===== config.mk =====
export PLATFORM = sky130hd
export DESIGN_NAME = gesture_level_tracker
export DESIGN_NICKNAME = d
export VERILOG_FILES = /design/src/rtl/gesture_level_tracker.sv
export SDC_FILE = /design/constraint.sdc
export NUM_CORES = 1
export LEC_CHECK = 0
export ABC_AREA = 1
export ABC_CLOCK_PERIOD_IN_PS = 6050
export CAP_MARGIN = 40
export CELL_PAD_IN_SITES_DETAIL_PLACEMENT = 1
export CELL_PAD_IN_SITES_GLOBAL_PLACEMENT = 2
export CORE_MARGIN = 4
export CORE_UTILIZATION = 25
export CTS_BUF_LIST = sky130_fd_sc_hd__clkbuf_8
export DETAILED_ROUTE_END_ITERATION = 12
export GPL_ROUTABILITY_DRIVEN = 1
export PLACE_DENSITY_LB_ADDON = 0.1
export SLEW_MARGIN = 20
export SYNTH_ARGS = -nofsm -noshare
export SYNTH_HDL_FRONTEND = slang
export SYNTH_SLANG_ARGS = --single-unit

===== constraint.sdc =====
create_clock -name clk_in -period 6.05 [get_ports clk_in]
set_clock_uncertainty 0.15 [all_clocks]
set_input_delay 0.9075 -clock clk_in [delete_from_list [all_inputs] [get_ports clk_in]]
set_output_delay 0.9075 -clock clk_in [all_outputs]
set_load 0.05 [all_outputs]

===== src/rtl/gesture_level_tracker.sv =====
//------------------------------------------------------------------------------
// Module   : gesture_level_tracker
// Brief    : Frame-timed gesture-to-level controller. A detected marker selects
//            a channel; its vertical motion steps that channel's level with
//            saturation. Optional feature macro: TRACKER_DEADZONE_EN.
// Revision : 1.0 - initial release
//------------------------------------------------------------------------------
`default_nettype none

module gesture_level_tracker #(
  parameter int                       NUM_CH      = 3,
  parameter int                       CH_W        = 8,
  parameter int                       WAIT_FRAMES = 60,
  parameter int                       DELTA_SHIFT = 0,
  parameter int                       TICK_H      = 10,
  parameter int                       TICK_V      = 10,
  parameter logic [NUM_CH*CH_W-1:0]   RESET_LEVEL = 'h040000,
  parameter int                       DEADZONE    = 2
) (
  input  logic                          clk_in,
  input  logic                          rst_in,
  input  logic [10:0]                   hcount_in,
  input  logic [9:0]                    vcount_in,
  input  logic [$clog2(NUM_CH+1)-1:0]   detected_in,
  input  logic [10:0]                   xtrack_in,
  input  logic [9:0]                    ytrack_in,
  output logic [NUM_CH*CH_W-1:0]        level_out,
  output logic [$clog2(NUM_CH)-1:0]     active_ch_out,
  output logic                          state_out,
  output logic                          data_valid_out
);

  localparam int CW = $clog2(NUM_CH+1);
  localparam int AW = $clog2(NUM_CH);
  localparam int SW = CH_W + 12;

  localparam logic [CW-1:0]        c_num_ch = CW'(NUM_CH);
  localparam logic [6:0]           c_wait   = 7'(WAIT_FRAMES);
  localparam logic signed [SW-1:0] c_max    = SW'((64'd1 << CH_W) - 64'd1);

  typedef enum logic [0:0] {
    ST_REST  = 1'b0,
    ST_WATCH = 1'b1
  } state_t;

  state_t          r_state;
  logic [CH_W-1:0] r_lvl [NUM_CH];
  logic [AW-1:0]   r_active;
  logic [6:0]      r_frame_cnt;
  logic [9:0]      r_y_old;
  logic [10:0]     r_unused_x_old;
  logic            r_publish;
  logic            r_valid;

  logic                 w_tick;
  logic                 w_code_ok;
  logic [CW-1:0]        w_code_m1;
  logic [AW-1:0]        w_code_ch;
  logic                 w_same;
  logic [CH_W-1:0]      w_cur;
  logic signed [10:0]   w_delta;
  logic signed [10:0]   w_scaled;
  logic signed [SW-1:0] w_sum;
  logic [CH_W-1:0]      w_new;
  logic                 w_big;
  logic                 w_changed;

  assign w_tick    = (hcount_in == 11'(TICK_H)) && (vcount_in == 10'(TICK_V));
  assign w_code_ok = (detected_in != '0) && (detected_in <= c_num_ch);
  assign w_code_m1 = detected_in - CW'(1);
  assign w_code_ch = w_code_m1[AW-1:0];
  assign w_same    = w_code_ok && (w_code_ch == r_active);
  assign w_cur     = r_lvl[r_active];

  // Upward motion (smaller row number) gives a positive step.
  assign w_delta  = $signed({1'b0, r_y_old} - {1'b0, ytrack_in});
  assign w_scaled = w_delta >>> DELTA_SHIFT;
  assign w_sum    = $signed({{(SW-CH_W){1'b0}}, w_cur})
                  + $signed({{(SW-11){w_scaled[10]}}, w_scaled});
  assign w_new    = w_sum[SW-1]      ? '0 :
                    (w_sum > c_max)  ? '1 : w_sum[CH_W-1:0];

`ifdef TRACKER_DEADZONE_EN
  logic [10:0] w_abs;
  assign w_abs = w_scaled[10] ? $unsigned(-w_scaled) : $unsigned(w_scaled);
  assign w_big = (32'(w_abs) >= DEADZONE);
`else
  logic [31:0] w_unused_dz;
  assign w_unused_dz = 32'(DEADZONE);
  assign w_big       = 1'b1;
`endif

  assign w_changed = w_big && (w_new != w_cur);

  always_ff @(posedge clk_in) begin
    if (!rst_in) begin
      r_state        <= ST_REST;
      r_active       <= '0;
      r_frame_cnt    <= '0;
      r_y_old        <= '0;
      r_unused_x_old <= '0;
      r_publish      <= 1'b1;
      r_valid        <= 1'b0;
      for (int c = 0; c < NUM_CH; c++) begin
        r_lvl[c] <= RESET_LEVEL[(NUM_CH-1-c)*CH_W +: CH_W];
      end
    end else begin
      // The reset value is announced once on the first cycle out of reset.
      r_valid   <= r_publish;
      r_publish <= 1'b0;
      case (r_state)
        ST_REST: begin
          r_frame_cnt <= '0;
          if (w_code_ok) begin
            r_state        <= ST_WATCH;
            r_active       <= w_code_ch;
            r_y_old        <= ytrack_in;
            r_unused_x_old <= xtrack_in;
          end
        end
        ST_WATCH: begin
          if (r_frame_cnt >= c_wait) begin
            r_state     <= ST_REST;
            r_active    <= '0;
            r_frame_cnt <= '0;
          end else if (w_code_ok && !w_same) begin
            r_active       <= w_code_ch;
            r_y_old        <= ytrack_in;
            r_unused_x_old <= xtrack_in;
            r_frame_cnt    <= '0;
          end else if (w_same && (r_frame_cnt != '0)) begin
            r_frame_cnt    <= '0;
            r_y_old        <= ytrack_in;
            r_unused_x_old <= xtrack_in;
            if (w_changed) begin
              r_lvl[r_active] <= w_new;
              r_valid         <= 1'b1;
            end
          end else if (w_tick && (r_frame_cnt != 7'd127)) begin
            r_frame_cnt <= r_frame_cnt + 7'd1;
          end
        end
        default: r_state <= ST_REST;
      endcase
    end
  end

  generate
    for (genvar c = 0; c < NUM_CH; c++) begin : g_pack
      assign level_out[(NUM_CH-1-c)*CH_W +: CH_W] = r_lvl[c];
    end
  endgenerate

  assign active_ch_out  = r_active;
  assign state_out      = (r_state == ST_WATCH);
  assign data_valid_out = r_valid;

endmodule

`default_nettype wire


Word-level counts from Yosys, hierarchy flattened
Memory sizes are Yosys's and may differ from the RTL's. A register that Yosys moved wholly into a read port is not among the register bits.
Cells that the tools add are included.
Storage, ports and cells
  flip-flop bits (word level): 22
  memory bits (writable): 24
  word-level logic and storage cells: 74
  memories: 1
Operators by class
  $add $sub $neg: 4
  order comparisons: 3
  eq/ne operators: 10
  muxes and demuxes: 37
  bitwise operators: 1
  reductions and logical operators: 12
Memories
  r_lvl: depth 3, bits a word 8, rd ports 4, clocked after memory_dff 1, wr ports 3, RTL line 47  | logic [CH_W-1:0] r_lvl [NUM_CH];
Operators by type and width (number)
  two-way mux 10 bit: 4
  two-way mux 7 bit: 4
  two-way mux 8 bit: 3
  case mux 10 bit (2 select lines): 1
  two-way mux 1 bit: 16
  case mux 7 bit (2 select lines): 1
  adder 9 x 11 -> 12 bit: 1
  greater-than comparator 12 x 9 -> 1 bit (second input constant): 1
  two-way mux 2 bit: 6
  equality test 11 x 4 -> 1 bit (second input constant): 1
  subtractor 10 x 10 -> 11 bit: 1
  equality test 10 x 4 -> 1 bit (second input constant): 1
  inequality test 8 bit: 1
  OR reduction 8 bit: 1
  adder 7 x 1 -> 7 bit (second input constant): 1
  greater-or-equal comparator 7 x 6 -> 1 bit (second input constant): 1
  inequality test 7 bit (second input constant): 1
  nonzero test 7 bit: 1
  logical AND 1 bit: 6
  inequality test 3 x 1 -> 1 bit (second input constant): 2
  inequality test 5 x 1 -> 1 bit (second input constant): 1
  inequality test 2 bit (second input constant): 2
  case mux 2 bit (2 select lines): 1
  AND reduction 3 bit: 1
  8 further kinds: 8

Longest topological paths before layout
  word-level depth: 15
  depth in mapped cells: 31
  gate-level depth less buffers: 31

Worst setup path after synthesis
Ideal clock, no wire load.
  path type: input to register
  start: input ytrack_in[0]
  end: memory r_lvl[3][0], enable pin
  library setup time: 0.383 ns
  data arrival time: 4.324 ns
  required time: 5.517 ns
  path slack: 1.192 ns
  stages: 30
  path buffers: 0
  path through: ha_1 -> inv_1 -> fa_1 -> nand2_1 -> nand2_1 -> nand2_1 -> o21ai_0 -> xor2_1 -> ha_1 -> nand2_1 -> inv_1 -> a21oi_1 -> nand2_1 -> nand2_1 -> nand2_1 -> nand2_2 -> inv_2 -> nand2_1 -> nand2_1 -> nor2_4 -> nand3_2 -> nand2_2 -> nand2_1 -> nand2_1 -> inv_1 -> nand2_1 -> nor2_2 -> nand2_4 -> nand2_1 -> nor3_1
RTL lines
  start: declaration: RTL line 26  | input logic [9:0] ytrack_in,
  end: declaration: RTL line 47

==> summary.md <==
| Metric | Value |
|---|---|
| Via count of the routed design | `approximately 3200` |
| WP data arrival | `roughly 5.2 ns` |
| Async S/R FF share, synth | `0%` |
| Post-route setup TNS | `0 ns` |
| Post-DP HPWL | `between 8 and 9 mm` |
| Drt total wl | `about 9.8 mm` |
| Initial Utilization | `approximately a quarter` |
| Post-synthesis sequential area ratio | `about two fifths` |
| DR WL/cell | `roughly 13 um` |
| Final setup margin | `slightly below 0.7 ns` |
| Layout Nets | `618` |
| Vias in the first global route | `approximately 3400` |
| F_max | `approximately 0.19 GHz` |
| Hold WC Path Type | `register to register` |
| Final hold viol count | `0` |
| Commonest cells after routing, fill and taps aside | `nand2_1 (113), inv_1 (74), clkdlybuf4s50_1 (62)` |
| Kind of critical path | `input port to register` |
| DRC | `0` |
| First-pass GRT wire length | `between 15 and 20 mm` |
| CP max-delay cell | `clkdlybuf4s50_1` |
| Place WS | `about 0.21 ns` |
| Status | `finished, final reports clean` |
| CP required | `5.89 ns` |
| I/O Buffers | `62` |
| Total power divided by cell area | `~250 nW/um^2` |
| Clock Latency Late Sink | `about 0.34 ns` |
| CP max stage delay | `slightly above 0.5 ns` |
| Height of the die | `between 100 and 150 um` |
| H-tree levels | `2` |
| I/O pins | `74` |
| Clk pin slew, worst setup/hold paths | `approximately 0.11 ns` |
| Final setup vio count | `0` |
| # diodes | `0` |
| Core area | `around 14000 um^2` |
| Gr usage total | `approximately an eighth` |
| Crit path time final | `roughly 5.4 ns` |
| Cell area after synthesis | `3670 um^2` |
| Root Driver | `clkbuf_8` |
| Leakage dissipation | `~2 nW` |
| Routed Antenna Nets | `0` |
| 1st-iter DRT viols | `between 100 and 150` |
| #FFs+latches synth | `56` |
| Ratio of cells with drive above 1 in the final layout | `under 10%` |
| Multi-input gate area | `~1900 um^2` |
| Crit Path Max Fanout | `9` |
| Crit path capture type | `register` |
| Cts hold-fix bufs | `0` |
| Max VDD drop | `~0.075 mV` |
| Die area | `about 17000 um^2` |
| Initial antenna violation count | `0` |
| FILL cells | `1745` |
| Layout overhead on the synthesized area | `25.6%` |
| CTS tree | `done` |
| Post-synth EDFFs | `32` |
| GR Overflow Total | `0` |
| Clock sinks | `56` |
| Via density | `roughly 4.4` |
| CTS Buffer Depth | `2` |
| DR pass1 iterations | `4` |
| Commonest non-fill, non-tap cell in the layout | `nand2_1` |
| Register area | `1440 um^2` |
| Period utilisation layout | `around 90%` |
| Delay-heaviest family, CP | `simple AND/OR/NAND/NOR gates` |
| Clock buffer count from CTS | `5` |
| RSZ-0062 raised after global routing | `false` |
| Overall die width | `between 100 and 150 um` |
| Synth unique cells | `39` |
| Ys Warns | `0` |
| Most used DFF post-synth | `edfxtp_1` |
| Synth Net Count | `552` |
| Post-CTS Setup Inserts | `0` |
| Number of max-cap violations | `0` |
| Slew @ Worst Pin | `~0.63 ns` |
| Post-CTS Resized | `0` |
| WP buf/inv | `5` |
| Max-slew violation count | `0` |
| Largest net degree at the start of global routing | `19` |
| Critical Path Start Type | `input port` |
| Row count | `44` |
| Cells after synthesis | `just under 500` |
| Mapped Avg Cell Area | `roughly 7.6 um^2` |
| Slew HR | `roughly 58%` |
| Final GP Congestion | `approximately 0.74` |
| Most used cell, CP | `nand2_1` |
==> area by class of cell <==
cell class                      instances  share of cell area, %
Clock buffer                            5                   1.49
Clock inverter                          3                  0.488
Inverter                               76                   6.18
Multi-Input combinational cell        342                   41.5
Sequential cell                        56                   31.2
Tap cell                              184                   4.99
Timing Repair Buffer                   66                   14.1
==> state kept, by name, indices dropped and copies added, names as in the netlist, named ones only <==
name / flops
r_y_old: 10
state_out: 1
r_publish: 1
r_lvl: 32
data_valid_out: 1
r_frame_cnt: 7
active_ch_out: 2
==> where the power goes <==
part,internal (mW),switching (mW)
Clock,0.0835,0.138
Sequential,0.424,0.0143
Combinational,0.191,0.325
==> layer usage <==
metal | part of all wire, % | GRT usage, %
met1 | 48 | 16.4
met2 | 48 | 21.7
met3 | 3.0 | 1.98
met4 | 1.3 | 3.71
met5 | 0 | 0
==> per-stage QoR <==
step | cell area [um^2] | std cells | util [%] | total power, mW | hold slack [ns]
floorplan | 3670 | 481 | - | 0.838 | 0.253
global placement | 4520 | 723 | 31.2 | 0.965 | 0.291
detailed placement | 4530 | 724 | 31.3 | 0.976 | 0.290
CTS | 4620 | 732 | 31.9 | 1.21 | 0.318
global route | 4620 | 732 | 31.9 | 1.29 | 0.329
finish | 4620 | 732 | 31.9 | 1.18 | 0.307
==> cell families (layout without fill, tap and decap cells) <==
kind of cell / count (synthesis) / count (layout) / share of synthesized area, %
AO/OA/AOI/OAI: 65 / 65 / 10.4
XOR/XNOR: 14 / 14 / 3.34
adder cells (fa/ha/maj): 25 / 25 / 8.92
buffers and inverters: 83 / 150 / 8.58
flip-flops: 56 / 56 / 39.2
other: 1 / 1 / 0.102
AND/OR/NAND/NOR: 237 / 237 / 29.5
==> worst reg2reg max path: cells and delay by family (launching register included) <==
family          cells  cell delay, ns
flops               1            0.74
buf+inv             4            0.63
fa+ha+maj           1            0.38
simple gates       20            2.53
compound gates      1            0.32
==> synthesized netlist by cell type (2+ instances only) <==
cell type / count / share of area [%]
nand3_1: 30 / 4.1
nand4_1: 4 / 0.68
nor3b_1: 2 / 0.41
nand3_2: 2 / 0.54
nor3_1: 7 / 0.95
nor4_1: 4 / 0.68
nand2_2: 8 / 1.4
dfxtp_1: 24 / 13
inv_1: 74 / 7.6
nand3b_1: 3 / 0.61
nand2_1: 113 / 12
nor2_2: 3 / 0.51
clkbuf_1: 5 / 0.51
or2_2: 4 / 0.68
nand4_4: 2 / 1.2
nor2_1: 51 / 5.2
a32oi_1: 7 / 1.7
ha_1: 23 / 7.8
a21oi_1: 30 / 4.1
edfxtp_1: 32 / 26
inv_2: 2 / 0.20
a31oi_1: 4 / 0.68
xor2_1: 6 / 1.4
xnor2_1: 8 / 1.9
o21ai_0: 18 / 2.5
fa_1: 2 / 1.1
==> path summary, 6_finish.rpt <==
check | from | end | slack [ns] | depth (start not counted)
setup / recovery | ytrack_in[0] | r_lvl[2][4]$_SDFFCE_PN0P_ | 0.68 | 31
hold / removal | r_publish$_DFF_P_ | data_valid_out$_SDFF_PN0_ | 0.31 | 2
setup reg to reg | register | r_lvl[2][4]$_SDFFCE_PN0P_ | 0.98 | 26
hold reg to reg | r_publish$_DFF_P_ | data_valid_out$_SDFF_PN0_ | 0.31 | 2
(Power assumes the default switching activity.)
